File: config.mk
export PLATFORM = sky130hd
export DESIGN_NAME = seq_arith_unit
export DESIGN_NICKNAME = d
export VERILOG_FILES = /design/src/rtl/seq_arith_unit.sv
export SDC_FILE = /design/constraint.sdc
export NUM_CORES = 1
export LEC_CHECK = 0
export CELL_PAD_IN_SITES_DETAIL_PLACEMENT = 0
export CELL_PAD_IN_SITES_GLOBAL_PLACEMENT = 1
export CORE_ASPECT_RATIO = 1.4
export CORE_UTILIZATION = 40
export CTS_CLUSTER_SIZE = 28
export DETAILED_ROUTE_END_ITERATION = 10
export GPL_ROUTABILITY_DRIVEN = 0
export HOLD_SLACK_MARGIN = 0.1
export PLACE_DENSITY_LB_ADDON = 0.1
export SKIP_CTS_REPAIR_TIMING = 1
export SLEW_MARGIN = 5
export SYNTH_ARGS = -nofsm -noshare
export SYNTH_HDL_FRONTEND = slang
export SYNTH_SLANG_ARGS = --single-unit
export TNS_END_PERCENT = 50
File: constraint.sdc
create_clock -name clk -period 3.85 [get_ports clk]
set_input_delay 0.5775 -clock clk [delete_from_list [all_inputs] [get_ports clk]]
set_output_delay 0.5775 -clock clk [all_outputs]
set_load 0.03 [all_outputs]
File: src/rtl/seq_arith_unit.sv
// Sequential unsigned arithmetic unit: add, sub, mul in one cycle,
// div/mod via a restoring shift-subtract divider over WIDTH cycles.
//
// Ports:
//   clk        clock, all state on rising edge
//   rst        synchronous active-high reset
//   in_valid   request valid            (op, a, b captured on accept)
//   in_ready   unit idle, can accept a request
//   op         0 add, 1 sub, 2 mul, 3 div, 4 mod, 5-7 illegal
//   a, b       unsigned operands, WIDTH bits
//   out_valid  result valid, held until out_ready
//   out_ready  consumer accepts result
//   c          result, 2*WIDTH+1 bits
//   err        divide by zero or illegal opcode (qualified by out_valid)
module seq_arith_unit #(
    parameter int WIDTH = 4
) (
    input  logic               clk,
    input  logic               rst,
    input  logic               in_valid,
    output logic               in_ready,
    input  logic [2:0]         op,
    input  logic [WIDTH-1:0]   a,
    input  logic [WIDTH-1:0]   b,
    output logic               out_valid,
    input  logic               out_ready,
    output logic [2*WIDTH:0]   c,
    output logic               err
);

    localparam int RW = 2 * WIDTH + 1;
    localparam int CW = $clog2(WIDTH + 1);
    localparam int XW = RW - WIDTH;

    localparam logic [2:0] OP_ADD = 3'd0;
    localparam logic [2:0] OP_SUB = 3'd1;
    localparam logic [2:0] OP_MUL = 3'd2;
    localparam logic [2:0] OP_DIV = 3'd3;
    localparam logic [2:0] OP_MOD = 3'd4;

    typedef enum logic [1:0] {
        IDLE,
        CALC,
        DONE
    } state_t;

    // FSM and registered outputs
    state_t            state_q;
    logic              in_ready_q;
    logic              out_valid_q;
    logic [RW-1:0]     c_q;
    logic              err_q;

    // Divider datapath
    logic [WIDTH-1:0]  divisor_q;
    logic [WIDTH-1:0]  rem_q;
    logic [WIDTH-1:0]  quo_q;
    logic [CW-1:0]     cnt_q;
    logic              is_mod_q;

    // Single-cycle result path
    logic [RW-1:0]     ax;
    logic [RW-1:0]     bx;
    logic [RW-1:0]     fast_c_d;
    logic              fast_err_d;
    logic              to_calc_d;

    always_comb begin
        ax         = {{XW{1'b0}}, a};
        bx         = {{XW{1'b0}}, b};
        fast_c_d   = '0;
        fast_err_d = 1'b0;
        to_calc_d  = 1'b0;
        case (op)
            OP_ADD: fast_c_d = ax + bx;
            // RW-bit subtraction gives the two's complement wrap directly
            OP_SUB: fast_c_d = ax - bx;
            OP_MUL: fast_c_d = ax * bx;
            OP_DIV,
            OP_MOD: begin
                if (b == '0) begin
                    fast_err_d = 1'b1;
                end else begin
                    to_calc_d = 1'b1;
                end
            end
            default: fast_err_d = 1'b1;
        endcase
    end

    // One restoring step. The dividend lives in quo_q and is shifted
    // out MSB first while quotient bits are shifted in at the bottom.
    logic [WIDTH:0]    rem_shift;
    logic              sub_ok;
    logic [WIDTH-1:0]  rem_d;
    logic [WIDTH-1:0]  quo_d;
    logic [RW-1:0]     div_c_d;
    logic              last_step;

    always_comb begin
        rem_shift = {rem_q, quo_q[WIDTH-1]};
        sub_ok    = rem_shift >= {1'b0, divisor_q};
        // When sub_ok the true difference is below the divisor, so the
        // low WIDTH bits of a modular subtract are exact.
        if (sub_ok) begin
            rem_d = rem_shift[WIDTH-1:0] - divisor_q;
        end else begin
            rem_d = rem_shift[WIDTH-1:0];
        end
        quo_d = {quo_q[WIDTH-2:0], sub_ok};
        if (is_mod_q) begin
            div_c_d = {{XW{1'b0}}, rem_d};
        end else begin
            div_c_d = {{XW{1'b0}}, quo_d};
        end
        last_step = (cnt_q == CW'(WIDTH - 1));
    end

    always_ff @(posedge clk) begin
        if (rst) begin
            state_q     <= IDLE;
            in_ready_q  <= 1'b1;
            out_valid_q <= 1'b0;
            c_q         <= '0;
            err_q       <= 1'b0;
            divisor_q   <= '0;
            rem_q       <= '0;
            quo_q       <= '0;
            cnt_q       <= '0;
            is_mod_q    <= 1'b0;
        end else begin
            unique case (state_q)
                IDLE: begin
                    if (in_valid) begin
                        in_ready_q <= 1'b0;
                        if (to_calc_d) begin
                            state_q   <= CALC;
                            divisor_q <= b;
                            quo_q     <= a;
                            rem_q     <= '0;
                            cnt_q     <= '0;
                            is_mod_q  <= (op == OP_MOD);
                        end else begin
                            state_q     <= DONE;
                            out_valid_q <= 1'b1;
                            c_q         <= fast_c_d;
                            err_q       <= fast_err_d;
                        end
                    end
                end
                CALC: begin
                    rem_q <= rem_d;
                    quo_q <= quo_d;
                    cnt_q <= cnt_q + CW'(1);
                    if (last_step) begin
                        state_q     <= DONE;
                        out_valid_q <= 1'b1;
                        c_q         <= div_c_d;
                        err_q       <= 1'b0;
                    end
                end
                DONE: begin
                    // Going back through IDLE keeps a consumed cycle
                    // from also accepting the next request.
                    if (out_ready) begin
                        state_q     <= IDLE;
                        out_valid_q <= 1'b0;
                        in_ready_q  <= 1'b1;
                    end
                end
                default: begin
                    state_q     <= IDLE;
                    in_ready_q  <= 1'b1;
                    out_valid_q <= 1'b0;
                end
            endcase
        end
    end

    assign in_ready  = in_ready_q;
    assign out_valid = out_valid_q;
    assign c         = c_q;
    assign err       = err_q;

endmodule

==> metrics.csv <==
stage,metric,value,unit
status,status,"finished, final reports clean",
setup_path,cp_top_family,adder cells,
timing,hold_viol_final,0,
min_path,min_path_cells,1,
place,hpwl,4.283,mm
routing,route.detailed.vias_per_inst,5.322,
global_route,grt.overflow.total,0,
timing,finalSetupViolCount,0,
setup_path,endpoint_kind,flop,
yosys,syn_area,2247,µm²
min_path,min_from,c[6],
power_and_ir_drop,leakagePower,0.001177,µW
clock_network,tritoncts,done,
clock_network,clock_path_buffers,2,
global_route,grt_max_degree,24,
layout,diodes,0,
timing,layout_min_cycle_time,3.728,ns
layout,final_nets,347,
yosys,synth_warnings,0,
clock_network,insertion_delay,0.28,ns
routing,post-route-drc-count,0,
die,fp.coreArea,5275,µm²
timing,post-route-period-util,96.84,%
yosys,ys_seq_area_share,26.73,%
setup_path,crit_path_max_incr_delay,0.54,ns
die,die_width,65.35,µm
setup_path,critPathKind,input port to flop,
place,io_buffers,26,
min_path,holdPathEnd,c[6],
die,rows,31,
timing,report.final.slew_viol_count,0,
global_route,grt_use_total,20.08,%
timing,skew,0.009772,ns
routing,routed_wl,5.446,mm
yosys,syn_avg_cell_area,8.577,µm²
yosys,ys.flop_type,dfxtp_1,
die,die_area,5926,µm²
die,start_util,42.60,%
timing,relSlewSlack,56.67,%
run,drv_cap,0,
global_route,antenna_found_initial,0,
timing,rsz0062_at_grt,no,
setup_path,rrSetupSlack,1.51,ns
power_and_ir_drop,netSwitchingPower,265.3,µW
setup_path,r2r-end,c[2],
setup_path,crit_fanout,2,
min_path,min_path_type,flop to flop,
routing,ant_nets,0,
yosys,synth_top_cell_by_area,dfxtp_1,
routing,post_drt_wl_per_cell,14.88,µm
setup_path,rr_worst_depth,7,
setup_path,r2r-start,rem_q[0],
timing,worst_slew_pin_slew,0.6486,ns
global_route,grt_pass1_wl,9.135,mm
power_and_ir_drop,power,888.5,µW
clock_network,clk_pin_slew,0.06,ns
power_and_ir_drop,vdd_ir_drop_max,0.1737,mV
timing,max_freq,0.2682,GHz
setup_path,cp-start-kind,input port,
layout,syn2layout_area_growth,22.55,%
place,pre_cts_ws,-0.2094,ns
routing,vias,1948,
power_and_ir_drop,powerDensity,322.6,nW/µm²
power_and_ir_drop,comb_power_share,27.2,%
die,die_y,90.69,µm
global_route,grt_pass1_vias,1948,
setup_path,cp.arrival,3.90,ns
clock_network,clock_sinks,30,
die,io_pins,27,
yosys,yosys.area.top_type_share,26.73,%
clock_network,cts-root-buf,clkbuf_8,
setup_path,worst_path_most_repeated_cell,fa_1,
yosys,synth.distinct_cells,46,
timing,fin_ws,0.1219,ns
power_and_ir_drop,power.internal,623.1,µW
setup_path,cp_cell_sequence,"clkdlybuf4s50_1, nand2_1, fa_1, inv_1, fa_1, ha_1, a21o_1, a21oi_2, nor2b_1, and3b_1, or4b_1, a32o_1",
routing,first_iter_violations,78,
yosys,synthTopCellsByArea,"dfxtp_1 (27%), ha_1 (14%), fa_1 (6.2%), mux2i_1 (4.9%), nor2_1 (4.8%)",
timing,fin_tns_setup,0,ns
power_and_ir_drop,p_sw_share,29.86,%
setup_path,crit_buf_inv,2,
clock_network,cts_made_buffers,5,
clock_network,htreeDepth,2,
power_and_ir_drop,p_seq_share,37.7,%
yosys,synth_edf_count,0,
yosys,ys_ff_latch,30,
power_and_ir_drop,clkPwrFrac,35.2,%
yosys,syn_inst,262,
setup_path,slowest_stage,fa_1,
setup_path,cp_data_required_time,4.03,ns
yosys,synth_nets,310,
yosys,ys_async_sr_fraction,0,%
routing,drtPass1Iterations,5,
layout,drive_gt1_share,10.33,%
registers in the layout (all words and copies together), names as in the netlist:
name	cells
is_mod_q	1
cnt_q	3
state_q	2
in_ready	1
quo_q	4
out_valid	1
c	9
rem_q	4
divisor_q	4
err	1
layout make-up:
| cell class | instances | area (µm²) |
|---|---|---|
| fill | 551 | 2521 |
| timing repair buffer | 38 | 350.3 |
| sequential | 30 | 600.6 |
| clock inverter | 3 | 40.04 |
| multi-input combinational | 204 | 1536 |
| inverter | 20 | 75.07 |
| clock buffer | 5 | 68.82 |
| tap | 66 | 82.58 |
routing by layer:
metal	wire, µm	vias to the layer above	track usage [%]
met5	0	-	0
met4	82	0	7.246
met3	147	7	2.904
met2	2851	31	34.97
met1	2364	922	24.30
li1	-	988	-
worst register-to-register path: cells and delay by family (launching register included):
| family | cells | cell delay, ns |
|---|---|---|
| and+or+nand+nor | 1 | 0.08 |
| muxes | 1 | 0.36 |
| adders and majority gates | 1 | 0.28 |
| DFF | 1 | 0.43 |
| AOI/OAI and AO/OA | 4 | 1.08 |
logic make-up (layout without fill, tap and decap cells):
kind of cell | Yosys count | in the layout | share of synthesized area, %
and+or+nand+nor | 94 | 94 | 21.16
AOI/OAI and AO/OA | 59 | 59 | 18.60
adders and majority gates | 33 | 33 | 20.71
DFF | 30 | 30 | 26.73
buffers and inverters | 28 | 66 | 5.066
muxes | 12 | 12 | 5.401
xor gates and xnor gates | 6 | 6 | 2.339
power by group through the flow:
stage / sequential [µW] / combinational, µW / clock [µW]
after CTS: 335 / 242 / 316
after detailed placement: 342 / 241 / 0
after global routing: 336 / 271 / 333
after global placement: 342 / 240 / 0
final: 335 / 241 / 312
after floorplan: 351 / 147 / 0
worst max path at each step:
stage | startpoint | endpoint | slack [ns] | cells after the start
5_1_grt | a[0] | c[7] | 0.02 | 12
2_1_floorplan | a[0] | c[7] | 0.46 | 11
6_report | a[0] | c[7] | 0.12 | 12
3_3_place_gp | a[0] | c[7] | -0.17 | 12
4_1_cts | a[0] | c[7] | 0.09 | 12
3_5_place_dp | a[0] | c[7] | -0.21 | 12
cells in the mapped netlist (2+ instances only):
| cell type | count |
|---|---|
| inv_1 | 20 |
| clkbuf_1 | 5 |
| buf_4 | 2 |
| ha_1 | 26 |
| nand3b_1 | 3 |
| nor3_1 | 6 |
| nand2b_1 | 7 |
| a2bb2oi_1 | 2 |
| fa_1 | 7 |
| a21oi_2 | 2 |
| or2_2 | 3 |
| and2_1 | 9 |
| nor2_1 | 29 |
| o22ai_1 | 3 |
| dfxtp_1 | 30 |
| nand2_1 | 21 |
| a221o_1 | 3 |
| a211oi_1 | 3 |
| a21o_1 | 3 |
| o21ai_0 | 10 |
| a22o_1 | 3 |
| mux2i_1 | 11 |
| xnor2_1 | 2 |
| o2bb2ai_1 | 3 |
| nor2b_1 | 6 |
| a311oi_1 | 3 |
| a211o_1 | 3 |
| o32ai_1 | 2 |
| xor2_1 | 4 |
| a21oi_1 | 15 |
through the flow:
step / util (%) / instances / cell area, µm² / hold WS [ns]
after floorplan: - / 262 / 2247 / 0.4330
after global placement: 50.07 / 358 / 2641 / 0.4534
after detailed placement: 50.07 / 358 / 2641 / 0.4601
after CTS: 52.13 / 366 / 2750 / 0.4755
after global routing: 52.21 / 366 / 2754 / 0.4824
final: 52.21 / 366 / 2754 / 0.4700
placed cells by master (no fill, tap or decap), types with 4 or more instances in the layout:
cell,Yosys,layout
xor2_1,4,4
nor3_1,6,6
buf_4,2,12
nor2_1,29,29
nand2b_1,7,7
and2_1,9,9
mux2i_1,11,11
ha_1,26,26
inv_1,20,20
clkdlybuf4s50_1,0,26
dfxtp_1,30,30
clkbuf_8,0,5
o21ai_0,10,10
nor2b_1,6,6
fa_1,7,7
nand2_1,21,21
a21oi_1,15,14
No activity file was read; power rests on OpenSTA's default activity.
